**config.mk**
```make
export PLATFORM = sky130hd
export DESIGN_NAME = vga_timing_gen_flat
export DESIGN_NICKNAME = d
export VERILOG_FILES = /design/src/rtl/vga_timing_gen_if.sv /design/src/rtl/vga_timing_gen.sv /design/src/flat_wrapper.sv
export SDC_FILE = /design/constraint.sdc
export NUM_CORES = 1
export LEC_CHECK = 0
export CORE_UTILIZATION = 53
export DETAILED_ROUTE_END_ITERATION = 8
export HOLD_SLACK_MARGIN = 0.12
export PLACE_DENSITY = 0.79
export SLEW_MARGIN = 30
export SYNTH_ARGS = -nofsm -noshare
export SYNTH_HDL_FRONTEND = slang
export SYNTH_SLANG_ARGS = --single-unit
```
**constraint.sdc**
```tcl
create_clock -name vga_clk -period 2.3 [get_ports vga_clk]
set_clock_uncertainty 0.15 [all_clocks]
set_input_delay 0.23 -clock vga_clk [delete_from_list [all_inputs] [get_ports vga_clk]]
set_output_delay 0.23 -clock vga_clk [all_outputs]
set_load 0.01 [all_outputs]
```
**src/rtl/vga_timing_gen_if.sv**
```systemverilog
// Raster outputs of vga_timing_gen: pixel coordinates, blank/sync strobes and frame bookkeeping.
// The master side is driven by the timing generator; renderer stages and the connector use the slave side.
interface vga_timing_gen_if;
    logic [9:0] DrawX;
    logic [9:0] DrawY;
    logic       blank;
    logic       hs;
    logic       vs;
    logic       frame_start;
    logic [7:0] frame_count;

    modport master (
        output DrawX,
        output DrawY,
        output blank,
        output hs,
        output vs,
        output frame_start,
        output frame_count
    );

    modport slave (
        input DrawX,
        input DrawY,
        input blank,
        input hs,
        input vs,
        input frame_start,
        input frame_count
    );
endinterface

```
**src/rtl/vga_timing_gen.sv**
```systemverilog
// VGA raster timing generator (640x480 @ 60 Hz by default) running on the pixel clock.
// Define VGA_SYNC_ALIGN_EN to delay hs/vs/blank by PIPE_DEPTH cycles to match renderer latency.
module vga_timing_gen #(
    parameter int H_VISIBLE  = 640,
    parameter int H_FRONT    = 16,
    parameter int H_SYNC     = 96,
    parameter int H_BACK     = 48,
    parameter int V_VISIBLE  = 480,
    parameter int V_FRONT    = 10,
    parameter int V_SYNC     = 2,
    parameter int V_BACK     = 33,
    parameter int PIPE_DEPTH = 2
) (
    input  logic             vga_clk,
    input  logic             reset,
    vga_timing_gen_if.master vga
);
    localparam int H_TOTAL = H_VISIBLE + H_FRONT + H_SYNC + H_BACK;
    localparam int V_TOTAL = V_VISIBLE + V_FRONT + V_SYNC + V_BACK;

    localparam logic [9:0] H_LAST     = 10'(H_TOTAL - 1);
    localparam logic [9:0] V_LAST     = 10'(V_TOTAL - 1);
    localparam logic [9:0] H_VIS_END  = 10'(H_VISIBLE);
    localparam logic [9:0] V_VIS_END  = 10'(V_VISIBLE);
    localparam logic [9:0] HS_START   = 10'(H_VISIBLE + H_FRONT);
    localparam logic [9:0] HS_END     = 10'(H_VISIBLE + H_FRONT + H_SYNC);
    localparam logic [9:0] VS_START   = 10'(V_VISIBLE + V_FRONT);
    localparam logic [9:0] VS_END     = 10'(V_VISIBLE + V_FRONT + V_SYNC);

    // hc_r/vc_r point at the pixel that the output registers present on the next cycle.
    logic [9:0] hc_r;
    logic [9:0] vc_r;

    logic       blank_s;
    logic       hs_s;
    logic       vs_s;
    logic       frame_start_s;

    logic [9:0] draw_x_r;
    logic [9:0] draw_y_r;
    logic       blank_r;
    logic       hs_r;
    logic       vs_r;
    logic       frame_start_r;
    logic [7:0] frame_count_r;

    // Free-running horizontal/vertical raster counters.
    always_ff @(posedge vga_clk) begin
        if (reset) begin
            hc_r <= 10'd0;
            vc_r <= 10'd0;
        end else if (hc_r == H_LAST) begin
            hc_r <= 10'd0;
            if (vc_r == V_LAST) begin
                vc_r <= 10'd0;
            end else begin
                vc_r <= vc_r + 10'd1;
            end
        end else begin
            hc_r <= hc_r + 10'd1;
        end
    end

    // Decode blank/sync/frame-start for the pixel held in the counters.
    always_comb begin
        blank_s       = (hc_r < H_VIS_END) && (vc_r < V_VIS_END);
        hs_s          = !((hc_r >= HS_START) && (hc_r < HS_END));
        vs_s          = !((vc_r >= VS_START) && (vc_r < VS_END));
        frame_start_s = (hc_r == 10'd0) && (vc_r == 10'd0);
    end

    // Output registers: every field for one pixel updates on the same edge.
    always_ff @(posedge vga_clk) begin
        if (reset) begin
            draw_x_r      <= 10'd0;
            draw_y_r      <= 10'd0;
            blank_r       <= 1'b0;
            hs_r          <= 1'b1;
            vs_r          <= 1'b1;
            frame_start_r <= 1'b0;
            frame_count_r <= 8'd0;
        end else begin
            draw_x_r      <= hc_r;
            draw_y_r      <= vc_r;
            blank_r       <= blank_s;
            hs_r          <= hs_s;
            vs_r          <= vs_s;
            frame_start_r <= frame_start_s;
            // The presented pixel leaves the last position of the frame on this edge.
            if ((draw_x_r == H_LAST) && (draw_y_r == V_LAST)) begin
                frame_count_r <= frame_count_r + 8'd1;
            end else begin
                frame_count_r <= frame_count_r;
            end
        end
    end

    assign vga.DrawX       = draw_x_r;
    assign vga.DrawY       = draw_y_r;
    assign vga.frame_start = frame_start_r;
    assign vga.frame_count = frame_count_r;

`ifdef VGA_SYNC_ALIGN_EN
    logic [PIPE_DEPTH-1:0] blank_pipe_r;
    logic [PIPE_DEPTH-1:0] hs_pipe_r;
    logic [PIPE_DEPTH-1:0] vs_pipe_r;

    // Delay line for blank/sync; stages reset to their inactive levels.
    always_ff @(posedge vga_clk) begin
        if (reset) begin
            blank_pipe_r <= {PIPE_DEPTH{1'b0}};
            hs_pipe_r    <= {PIPE_DEPTH{1'b1}};
            vs_pipe_r    <= {PIPE_DEPTH{1'b1}};
        end else begin
            blank_pipe_r[0] <= blank_r;
            hs_pipe_r[0]    <= hs_r;
            vs_pipe_r[0]    <= vs_r;
            for (int i = 1; i < PIPE_DEPTH; i++) begin
                blank_pipe_r[i] <= blank_pipe_r[i-1];
                hs_pipe_r[i]    <= hs_pipe_r[i-1];
                vs_pipe_r[i]    <= vs_pipe_r[i-1];
            end
        end
    end

    assign vga.blank = blank_pipe_r[PIPE_DEPTH-1];
    assign vga.hs    = hs_pipe_r[PIPE_DEPTH-1];
    assign vga.vs    = vs_pipe_r[PIPE_DEPTH-1];
`else
    assign vga.blank = blank_r;
    assign vga.hs    = hs_r;
    assign vga.vs    = vs_r;
`endif
endmodule

```
**src/flat_wrapper.sv**
```systemverilog
// flat-port wrapper written by rule: the top's interface ports become plain ports
module vga_timing_gen_flat 
#(
    parameter int H_VISIBLE  = 640,
    parameter int H_FRONT    = 16,
    parameter int H_SYNC     = 96,
    parameter int H_BACK     = 48,
    parameter int V_VISIBLE  = 480,
    parameter int V_FRONT    = 10,
    parameter int V_SYNC     = 2,
    parameter int V_BACK     = 33,
    parameter int PIPE_DEPTH = 2
)
  (vga_clk, reset, vga_DrawX, vga_DrawY, vga_blank, vga_hs, vga_vs, vga_frame_start, vga_frame_count);
  vga_timing_gen_if vga_i ();
  input  logic vga_clk;
  input  logic reset;
  output wire logic [$bits(vga_i.DrawX)-1:0] vga_DrawX;
  output wire logic [$bits(vga_i.DrawY)-1:0] vga_DrawY;
  output wire logic [$bits(vga_i.blank)-1:0] vga_blank;
  output wire logic [$bits(vga_i.hs)-1:0] vga_hs;
  output wire logic [$bits(vga_i.vs)-1:0] vga_vs;
  output wire logic [$bits(vga_i.frame_start)-1:0] vga_frame_start;
  output wire logic [$bits(vga_i.frame_count)-1:0] vga_frame_count;
  assign vga_DrawX = vga_i.DrawX;
  assign vga_DrawY = vga_i.DrawY;
  assign vga_blank = vga_i.blank;
  assign vga_hs = vga_i.hs;
  assign vga_vs = vga_i.vs;
  assign vga_frame_start = vga_i.frame_start;
  assign vga_frame_count = vga_i.frame_count;
  vga_timing_gen #(.H_VISIBLE(H_VISIBLE), .H_FRONT(H_FRONT), .H_SYNC(H_SYNC), .H_BACK(H_BACK), .V_VISIBLE(V_VISIBLE), .V_FRONT(V_FRONT), .V_SYNC(V_SYNC), .V_BACK(V_BACK), .PIPE_DEPTH(PIPE_DEPTH)) u_core (.vga_clk(vga_clk), .reset(reset), .vga(vga_i));
endmodule
```
==> metrics.txt, run 1 <==
wire length per cell=~14 um; peak supply drop=0.000403 V; clock tree sinks=52; # rows=22; Num CTS Buffers=5; Worst slew margin=71.6%; post-CTS setup buffers=0; final setup fails=0; Slew Viols, Final=0; Max Fanout on Critical Path=7; Cell variety after synth=39; crit end category=flop; layout cells sized above 1=approximately 9%; Syn Area/Cell=9.72 sq um; Port Buffer Count=33; met3 GRT Util=under 10%; Worst-path clk slew=around 90 ps; Post-Syn Nets=about 230; CTS root buf=clkbuf_8; Synth Register Bits=52; DIE WIDTH=roughly 66 um; Post-CTS Resized=0; total I/O pin count=34; final period utilization=87.6%; pin count of the biggest net entering global routing=24; Inserted Diodes=0; Util after Layout=69.5%; initial antenna violation count=0; WP data required=around 2400 ps; clk_lat worst skew=around 300 ps; Post-Syn Instances=approximately 220; Finished Cell Area=around 2600 sq um; status=finished, final reports clean; Overflow after GRT=0; Multi-input gate area=between 1000 and 1500 sq um; PwrDens=about 570 nW/um^2; YS warnings=0; drt initial violations=80; met1 Track Usage GR=between 20% and 30%; most frequent cells in the layout=52 x dfxtp_1, 33 x clkdlybuf4s50_1, 22 x nor2_1, 17 x nor2b_1; critical path arrival=~2100 ps; RePlAce Congestion=between 0.8 and 0.9; HPWL after DPL=3230 um; Tmin final=about 2000 ps; hold slack=339 ps; DR vias/cell=between 5 and 6; die outline height=66.1 um; total power=~1.5 mW; sequential area share after synthesis=47.8%; first-pass GRT wire length=7200 um; DRT Wirelength=4410 um; crit start category=flop; RSZ-0062 raised after global routing=no; fillcell total=approximately 320; Starting Density=a little under three fifths; TritonCTS clock tree=done; area grow syn2layout=21.2%; most common cell after layout, fill and taps aside=dfxtp_1; register area=about 1000 sq um; Fin. Hold Viols=0; Layout Nets=264; placed cell area=roughly 2500 sq um; max cap viols=0; setup TNS=0 ps; GRT Overall Usage=between 20% and 30%; htree depth=2; Clock Tree Buf Depth=2; die footprint=~4400 sq um; drt first pass iters=4; vias in the first global route=approximately 1500; worst slew pin tran=approximately 420 ps; drt drc=0; HP Class=flop to flop; Post-CTS Hold Buffers=0; M2 GR Usage=about a third; CORE AREA=approximately 3800 sq um; critical path class=flop to flop; Post-Syn Area=~2200 sq um; static leakage=around 1 nW; DR vias=about 1700; achievable clock frequency=about 0.50 GHz; Routed Antenna Nets=0; Most Used Layer, Global Route=met2
[routing by layer]
metal | vias to the layer above | wire length [um]
met4 | 0 | 41
met2 | 36 | 2040
met1 | 805 | 2170
li1 | 857 | -
met5 | - | 0
met3 | 5 | 162
[synth_stat cells, drive strengths merged]
cell type	number	area share, %
nand4bb	2	1.0
or4	8	2.8
and4	4	1.6
nand4	6	1.7
ha	5	2.9
nor3	2	0.46
a21oi	9	2.1
clkbuf	7	1.2
or3	2	0.57
mux2i	3	1.4
nor4	8	2.6
xnor2	6	2.4
nor4bb	1	0.46
o2bb2ai	2	1.4
nor4b	2	0.80
or2	1	0.29
nand2	11	1.9
and4bb	2	1.1
o211a	1	0.46
and3	4	1.1
nor2b	17	4.9
nor2	23	4.1
xor2	7	2.8
buf	5	1.7
dfxtp	52	48
inv	8	1.4
and2	1	0.29
o21ai	3	1.2
o31ai	6	2.1
nand3	12	3.0
nand2b	1	0.63
nand4b	2	1.5
o221ai	1	0.40
[where the power goes]
part,switching (mW),internal (mW),total (mW)
Sequential,0.00748,0.909,0.917
Clock,0.286,0.244,0.530
Combinational,0.0308,0.0230,0.0537
Total,0.324,1.18,1.50
[critical path, cell delays in order (launching register included)]
cell	delay [ps]
dfxtp_1	400
ha_1	230
nand3_1	210
or4_1	650
mux2i_1	150
nor3_1	160
[final timing paths]
path | startpoint | cells past startpoint | slack, ps | to
worst min register to register | u_core.hc_r[0]$_SDFF_PP0_ | 1 | 340 | u_core.hc_r[0]$_SDFF_PP0_
worst max register to register | u_core.hc_r[0]$_SDFF_PP0_ | 5 | 290 | u_core.vc_r[7]$_SDFFE_PP0N_
worst max-delay path | u_core.hc_r[0]$_SDFF_PP0_ | 5 | 290 | u_core.vc_r[7]$_SDFFE_PP0N_
worst min-delay path | u_core.hc_r[0]$_SDFF_PP0_ | 1 | 340 | u_core.hc_r[0]$_SDFF_PP0_
[flip-flops by register name, indices dropped and copies added (netlist names)]
register	cells
u_core.vga.blank	1
u_core.vc_r	10
u_core.vga.hs	1
u_core.hc_r	10
u_core.vga.vs	1
u_core.vga.frame_count	8
u_core.vga.frame_start	1
u_core.vga.DrawY	10
u_core.vga.DrawX	10
[logic make-up after synthesis]
kind of cell,share of synthesized area (%)
and+or+nand+nor,30.8
DFF,47.8
AOI/OAI and AO/OA,7.58
buffers and inverters,4.31
xor gates and xnor gates,5.23
adders and majority gates,2.87
muxes,1.38
[final cells by class]
cell class | count | share of cell area (%)
clock buffer | 6 | 3.13
inverter | 8 | 1.14
tap | 48 | 2.27
clock inverter | 2 | 0.569
multi-input combinational | 152 | 39.5
timing repair buffer | 38 | 13.9
sequential | 52 | 39.4
[per-stage QoR]
stage                     setup WS, ps  cells
after floorplan                    444    224
after global placement             365    298
after detailed placement           316    298
after CTS                          297    306
after global routing               180    306
final                              285    306
No activity file was read; power rests on OpenSTA's default activity.
==> inputs of run 2 (changes only) <==
--- a/config.mk
+++ b/config.mk
@@ -9,6 +9,7 @@
 export DETAILED_ROUTE_END_ITERATION = 8
 export HOLD_SLACK_MARGIN = 0.12
 export PLACE_DENSITY = 0.79
+export SETUP_SLACK_MARGIN = 0.05
 export SLEW_MARGIN = 30
 export SYNTH_ARGS = -nofsm -noshare
 export SYNTH_HDL_FRONTEND = slang
==> results of run 2 <==
Same layout as run 1: the final DEF is identical, and so are final timing and power.
